==> src/rtl/single_port_ram_controller.sv <==
// ---------------------------------------------------------------------------
// single_port_ram_controller
//
// Front end for a single-port synchronous RAM. Two independent request
// channels (write, read-request) share the one RAM port, and at most one
// access is issued per cycle. The RAM's one-cycle read latency is absorbed
// here, and read data comes back on a valid/ready response channel in
// request order. A two-entry response buffer plus a read credit keeps data
// safe when the consumer stalls.
//
// Ports
//   clock_i                 rising-edge clock
//   reset_i                 asynchronous active-high reset
//   write_valid_i/_ready_o  write request handshake
//   write_address_i         write address
//   write_data_i            write data
//   read_request_valid_i    read request present
//   read_request_ready_o    read request accepted this cycle
//   read_request_address_i  read address
//   read_response_valid_o   read data available
//   read_response_ready_i   consumer takes read data
//   read_response_data_o    read data, in request order
//   ram_write_enable_o      RAM write strobe
//   ram_read_enable_o       RAM read strobe
//   ram_address_o           RAM address
//   ram_write_data_o        RAM write data
//   ram_read_data_i         RAM read data, valid one cycle after the read strobe
// ---------------------------------------------------------------------------
module single_port_ram_controller #(
  parameter int WIDTH         = 8,
  parameter int DEPTH         = 16,
  parameter int ADDRESS_WIDTH = $clog2(DEPTH)
) (
  input  logic                     clock_i,
  input  logic                     reset_i,
  input  logic                     write_valid_i,
  output logic                     write_ready_o,
  input  logic [ADDRESS_WIDTH-1:0] write_address_i,
  input  logic [WIDTH-1:0]         write_data_i,
  input  logic                     read_request_valid_i,
  output logic                     read_request_ready_o,
  input  logic [ADDRESS_WIDTH-1:0] read_request_address_i,
  output logic                     read_response_valid_o,
  input  logic                     read_response_ready_i,
  output logic [WIDTH-1:0]         read_response_data_o,
  output logic                     ram_write_enable_o,
  output logic                     ram_read_enable_o,
  output logic [ADDRESS_WIDTH-1:0] ram_address_o,
  output logic [WIDTH-1:0]         ram_write_data_o,
  input  logic [WIDTH-1:0]         ram_read_data_i
);

  typedef enum logic {
    PRIO_READ  = 1'b0,
    PRIO_WRITE = 1'b1
  } priority_e;

  priority_e        prio_q, prio_d;
  logic             inFlight_q, inFlight_d;
  logic [1:0]       count_q, count_d;
  logic             head_q, head_d;
  logic [WIDTH-1:0] buffer_q [2];

  logic readCan;
  logic conflict;
  logic bufNotEmpty;
  logic bypass;
  logic push;
  logic pop;
  logic tailIdx;

  // Read credit comes only from registered state, so a read is accepted
  // only when there is guaranteed room for its response.
  assign readCan     = (count_q + {1'b0, inFlight_q}) < 2'd2;
  assign bufNotEmpty = (count_q != 2'd0);

  // Arbitration: a lone requester always wins; on a conflict the
  // priority bit decides and then flips so both channels make progress.
  always_comb begin
    conflict             = 1'b0;
    prio_d               = prio_q;
    write_ready_o        = 1'b0;
    read_request_ready_o = 1'b0;
    if (!reset_i) begin
      write_ready_o        = !(read_request_valid_i && readCan && (prio_q == PRIO_READ));
      read_request_ready_o = readCan && !(write_valid_i && (prio_q == PRIO_WRITE));
      conflict             = write_valid_i && read_request_valid_i && readCan;
    end
    if (conflict) begin
      prio_d = (prio_q == PRIO_READ) ? PRIO_WRITE : PRIO_READ;
    end
  end

  assign ram_write_enable_o = write_valid_i && write_ready_o;
  assign ram_read_enable_o  = read_request_valid_i && read_request_ready_o;
  assign ram_address_o      = ram_read_enable_o ? read_request_address_i : write_address_i;
  assign ram_write_data_o   = write_data_i;

  // Response path: RAM data is forwarded straight out when nothing older
  // is buffered; otherwise it is queued behind the buffered entries.
  assign read_response_valid_o = !reset_i && (bufNotEmpty || inFlight_q);
  assign read_response_data_o  = bufNotEmpty ? buffer_q[head_q] : ram_read_data_i;

  assign bypass  = inFlight_q && !bufNotEmpty && read_response_ready_i;
  assign push    = inFlight_q && !bypass;
  assign pop     = bufNotEmpty && read_response_ready_i;
  // Push only happens with count <= 1, so head + count wraps to head ^ count[0].
  assign tailIdx = head_q ^ count_q[0];

  always_comb begin
    inFlight_d = ram_read_enable_o;
    count_d    = count_q;
    head_d     = head_q;
    unique case ({push, pop})
      2'b10:   count_d = count_q + 2'd1;
      2'b01:   count_d = count_q - 2'd1;
      default: count_d = count_q;
    endcase
    if (pop) begin
      head_d = ~head_q;
    end
  end

  always_ff @(posedge clock_i or posedge reset_i) begin
    if (reset_i) begin
      prio_q     <= PRIO_READ;
      inFlight_q <= 1'b0;
      count_q    <= 2'd0;
      head_q     <= 1'b0;
    end else begin
      prio_q     <= prio_d;
      inFlight_q <= inFlight_d;
      count_q    <= count_d;
      head_q     <= head_d;
    end
  end

  // Buffer storage is pure data; validity lives in count_q, so no reset.
  always_ff @(posedge clock_i) begin
    if (push) begin
      buffer_q[tailIdx] <= ram_read_data_i;
    end
  end

endmodule
==> config.mk <==
export PLATFORM = sky130hd
export DESIGN_NAME = single_port_ram_controller
export DESIGN_NICKNAME = d
export VERILOG_FILES = /design/src/rtl/single_port_ram_controller.sv
export SDC_FILE = /design/constraint.sdc
export NUM_CORES = 1
export LEC_CHECK = 0
export CORE_ASPECT_RATIO = 2
export CORE_MARGIN = 1.5
export CORE_UTILIZATION = 40
export DETAILED_ROUTE_END_ITERATION = 6
export PLACE_DENSITY = 0.78
export SYNTH_ARGS = -nofsm -noshare
export SYNTH_HDL_FRONTEND = slang
export SYNTH_SLANG_ARGS = --single-unit
==> constraint.sdc <==
create_clock -name clock_i -period 2 [get_ports clock_i]
set_input_delay 0.4 -clock clock_i [delete_from_list [all_inputs] [get_ports clock_i]]
set_output_delay 0.4 -clock clock_i [all_outputs]
set_load 0.02 [all_outputs]
==> reports/qor.yml <==
global_route.overflow_total: 0
dieHeight_um: 79.3
postRouteWirelength_um: 2660
cts.reportedPaths.clkPinSlew_ns: 0.07
cellLeakagePower_nw: 0.770
routed-via-count: 888
port_buffers: 37
final-max-slew-violation-count: 0
initial_core_util_pct: 42.0
cts.path.max_buffers: 2
seqCellArea_um2: 608
drc_errors: 0
synth_compound_area_share_pct: 9.14
syn2layout_area_growth_pct: 46.7
muxShareOfSynthArea_pct: 12.0
tritoncts: "done"
clk-insertion-delay-late_ns: 0.25
ir_drop_v: 0.000783
initialDrtViolationCount: 4
netlist_top_cells_area: "sky130_fd_sc_hd__edfxtp_1, sky130_fd_sc_hd__dfrtp_1, sky130_fd_sc_hd__mux2i_1"
worstPathRequired_ns: 1.60
power.density_cell_area_mw_per_mm2: 1270
final_cycle_utilization_of_the_critical_path_pct: 98.3
postSynthAreaPerCell_um2: 12.0
synthAdderAreaFrac_pct: 1.08
post_dr_wirelength_cell_um: 14.9
count_of_placed_standard_cells_in_the_final_layout_fillers_left_out: 179
timing.reg2reg.setup_slack_ns: 0.16
startpoint_type: "flop"
max_cap_violations: 0
first_global_vias: 952
fin_worst_hold_slack_ns: 0.394
area_of_the_core_mm2: 0.00277
yosys.area.top_type: "sky130_fd_sc_hd__edfxtp_1"
reg2regPathDepth: 7
core.rowCount: 27
postSynthNetCount: 127
vias_per_cell: 4.96
grt_pass1_wl_um: 4190
count_of_cell_types_in_the_netlist: 27
critical_path_at_ns: 1.57
synth_top_family_by_area: "multiplexers"
filler_cell_count: 221
final_design_area_no_fill_mm2: 0.00171
nets: 181
die-area_mm2: 0.00326
tightest_slew_ns: 0.223
proportion_of_netlist_area_held_by_the_largest_area_contributor_pct: 41.3
grt_setup_unrepaired: "no"
cts_made_buffers: 3
finalWeightedCongestion: 0.757
dp_hpwl_um: 2030
worstSetupPathType: "reg -> out"
synth_sequential_area_ratio_pct: 52.0
cts_htree_levels: 1
fin_skew_ns: 0.00207
place.detailed.instances: 171
setup_viol: 0
r2r-end: "count_q[1]"
i_o_pins: 54
syn-cell-area_mm2: 0.00116
firstDrtPassIters: 4
grt_antenna_before_repair: 0
netlist_instances: 97
fmaxAchievable_mhz: 509
reg2reg_from: "count_q[1]"
multi_input_area_um2: 475
grt_max_degree: 17
synth_warnings: 0
crit_path_end: "read_response_data_o[6]"
clock_tree.root_cell: "sky130_fd_sc_hd__clkbuf_8"
die_width_um: 41.1
post_dp_cell_area_mm2: 0.00164
synth_simple_gate_area_share_pct: 10.8
worst_setup_path_end_kind: "output port"
worst-path-max-fanout: 16
maxSlewHeadroom_pct: 85.1
final-hold-violation-count: 0
critical_path_launch_point: "count_q[1]"
drt.antenna.violating_nets: 0
period_minus_slack_ns: 1.97
groute.usage.overall_pct: 18.7
cts.sinks: 21
ys_seq_elements: 21
synthXorXnorAreaFrac_pct: 4.41
outcome: "finished, final reports clean"
hold_path.class: "in -> async"
diodes: 0
post_route_cells_drive_above_1_share_pct: 40.7
final_core_utilization_pct: 61.6
## worst max-delay path: stages (launching register included)
cell                      delay (ns)
sky130_fd_sc_hd__dfrtp_1        0.41
sky130_fd_sc_hd__buf_4          0.17
sky130_fd_sc_hd__or2_4          0.26
sky130_fd_sc_hd__buf_12         0.15
sky130_fd_sc_hd__a21oi_1        0.13
sky130_fd_sc_hd__buf_2          0.19
## layer usage
layer | up-vias | routed length, µm | track usage [%]
met5 | - | 0 | 0
met1 | 409 | 827 | 18.8
li1 | 437 | - | -
met3 | 6 | 133 | 2.51
met2 | 36 | 1640 | 33.9
met4 | 0 | 57 | 8.71
## area by class of cell
type                    instances  area share, %
clock buffers                   4           2.64
inverters                       8           1.76
multi-input cells              56           27.9
flip-flops and latches         21           35.6
well taps                      29           2.13
repair buffers                 61           30.0
## kinds of logic (layout without fill, tap and decap cells)
group | after synthesis | in the layout
buffers and inverters | 20 | 73
XOR/XNOR | 5 | 5
AND/OR/NAND/NOR | 21 | 21
AO/OA/AOI/OAI | 17 | 17
adder cells (fa/ha/maj) | 1 | 1
flip-flops | 21 | 21
multiplexers | 12 | 12
## registers in the layout (all words and copies together) (netlist names)
signal and flops:
buffer_q 16, count_q 2, head_q 1, inFlight_q 1, prio_q 1
## how the worst min path moves through the flow
stage | startpoint | endpoint | slack (ns) | cells past startpoint
floorplan | reset_i | count_q[0] | 0.18 | 1
global placement | prio_q | prio_q | 0.56 | 2
detailed placement | prio_q | prio_q | 0.58 | 2
CTS | reset_i | head_q | 0.38 | 3
global route | reset_i | count_q[1] | 0.42 | 3
finish | reset_i | count_q[1] | 0.39 | 3
## where the power goes
part | leakage, nW | internal [W] | switching (W) | total (W)
Clock | 0.0228 | 0.000141 | 0.000125 | 0.000267
Sequential | 0.203 | 0.000560 | 0.0000742 | 0.000634
Combinational | 0.545 | 0.000623 | 0.000642 | 0.00127
Total | 0.770 | 0.00132 | 0.000842 | 0.00217
## per-stage QoR
step | setup WS [ns] | total power (W) | TNS [ns]
after floorplan | 0.280 | 0.00138 | 0
after global placement | -0.535 | 0.00186 | -4.15
after detailed placement | -0.590 | 0.00190 | -4.66
after CTS | -0.0843 | 0.00207 | -0.256
after global routing | 0.000349 | 0.00228 | 0
final | 0.0336 | 0.00217 | 0
## Yosys cell counts (all sizes together)
cell    number
a21bo        1
mux2         4
nor2        11
mux2i        8
edfxtp      16
inv          8
a311oi       1
nand4        2
nand3b       1
a21oi       11
or2          1
xnor2        4
nand2        2
a31oi        1
o21ai        1
and2         2
dfrtp        5
ha           1
o211ai       2
and2b        1
and3         1
xor2         1
buf         12
## cells in the final DEF, fill, tap and decap left out
master                            instances
sky130_fd_sc_hd__buf_6                    4
sky130_fd_sc_hd__nand3b_4                 1
sky130_fd_sc_hd__clkdlybuf4s50_1         17
sky130_fd_sc_hd__or2_4                    1
sky130_fd_sc_hd__o21ai_1                  1
sky130_fd_sc_hd__a21oi_1                  9
sky130_fd_sc_hd__a21oi_2                  1
sky130_fd_sc_hd__nand2_1                  2
sky130_fd_sc_hd__a21oi_4                  1
sky130_fd_sc_hd__a311oi_2                 1
sky130_fd_sc_hd__clkbuf_1                 1
sky130_fd_sc_hd__and2b_1                  1
sky130_fd_sc_hd__xnor2_2                  1
sky130_fd_sc_hd__dfrtp_2                  2
sky130_fd_sc_hd__nand4_1                  1
sky130_fd_sc_hd__ha_1                     1
sky130_fd_sc_hd__and3_1                   1
sky130_fd_sc_hd__nor2_2                   3
sky130_fd_sc_hd__nor2_1                   8
sky130_fd_sc_hd__o211ai_1                 2
sky130_fd_sc_hd__a21bo_4                  1
sky130_fd_sc_hd__edfxtp_1                16
sky130_fd_sc_hd__mux2i_1                  8
sky130_fd_sc_hd__clkbuf_2                 1
sky130_fd_sc_hd__inv_1                    8
sky130_fd_sc_hd__and2_4                   2
sky130_fd_sc_hd__buf_2                    8
sky130_fd_sc_hd__xnor2_1                  3
sky130_fd_sc_hd__nand4_4                  1
sky130_fd_sc_hd__dlygate4sd2_1            5
sky130_fd_sc_hd__clkbuf_8                 3
sky130_fd_sc_hd__dfrtp_1                  3
sky130_fd_sc_hd__a31oi_1                  1
sky130_fd_sc_hd__xor2_1                   1
sky130_fd_sc_hd__buf_12                   1
sky130_fd_sc_hd__mux2_4                   4
sky130_fd_sc_hd__buf_4                   25
## timing repair
action	in CTS	in global routing
pin swaps	2	3
hold buffers	0	0
gates resized for setup	63	23
endpoints found under the setup margin	17	15
cloned	0	0
setup buffers	2	2
No activity file was read; power rests on OpenSTA's default activity.
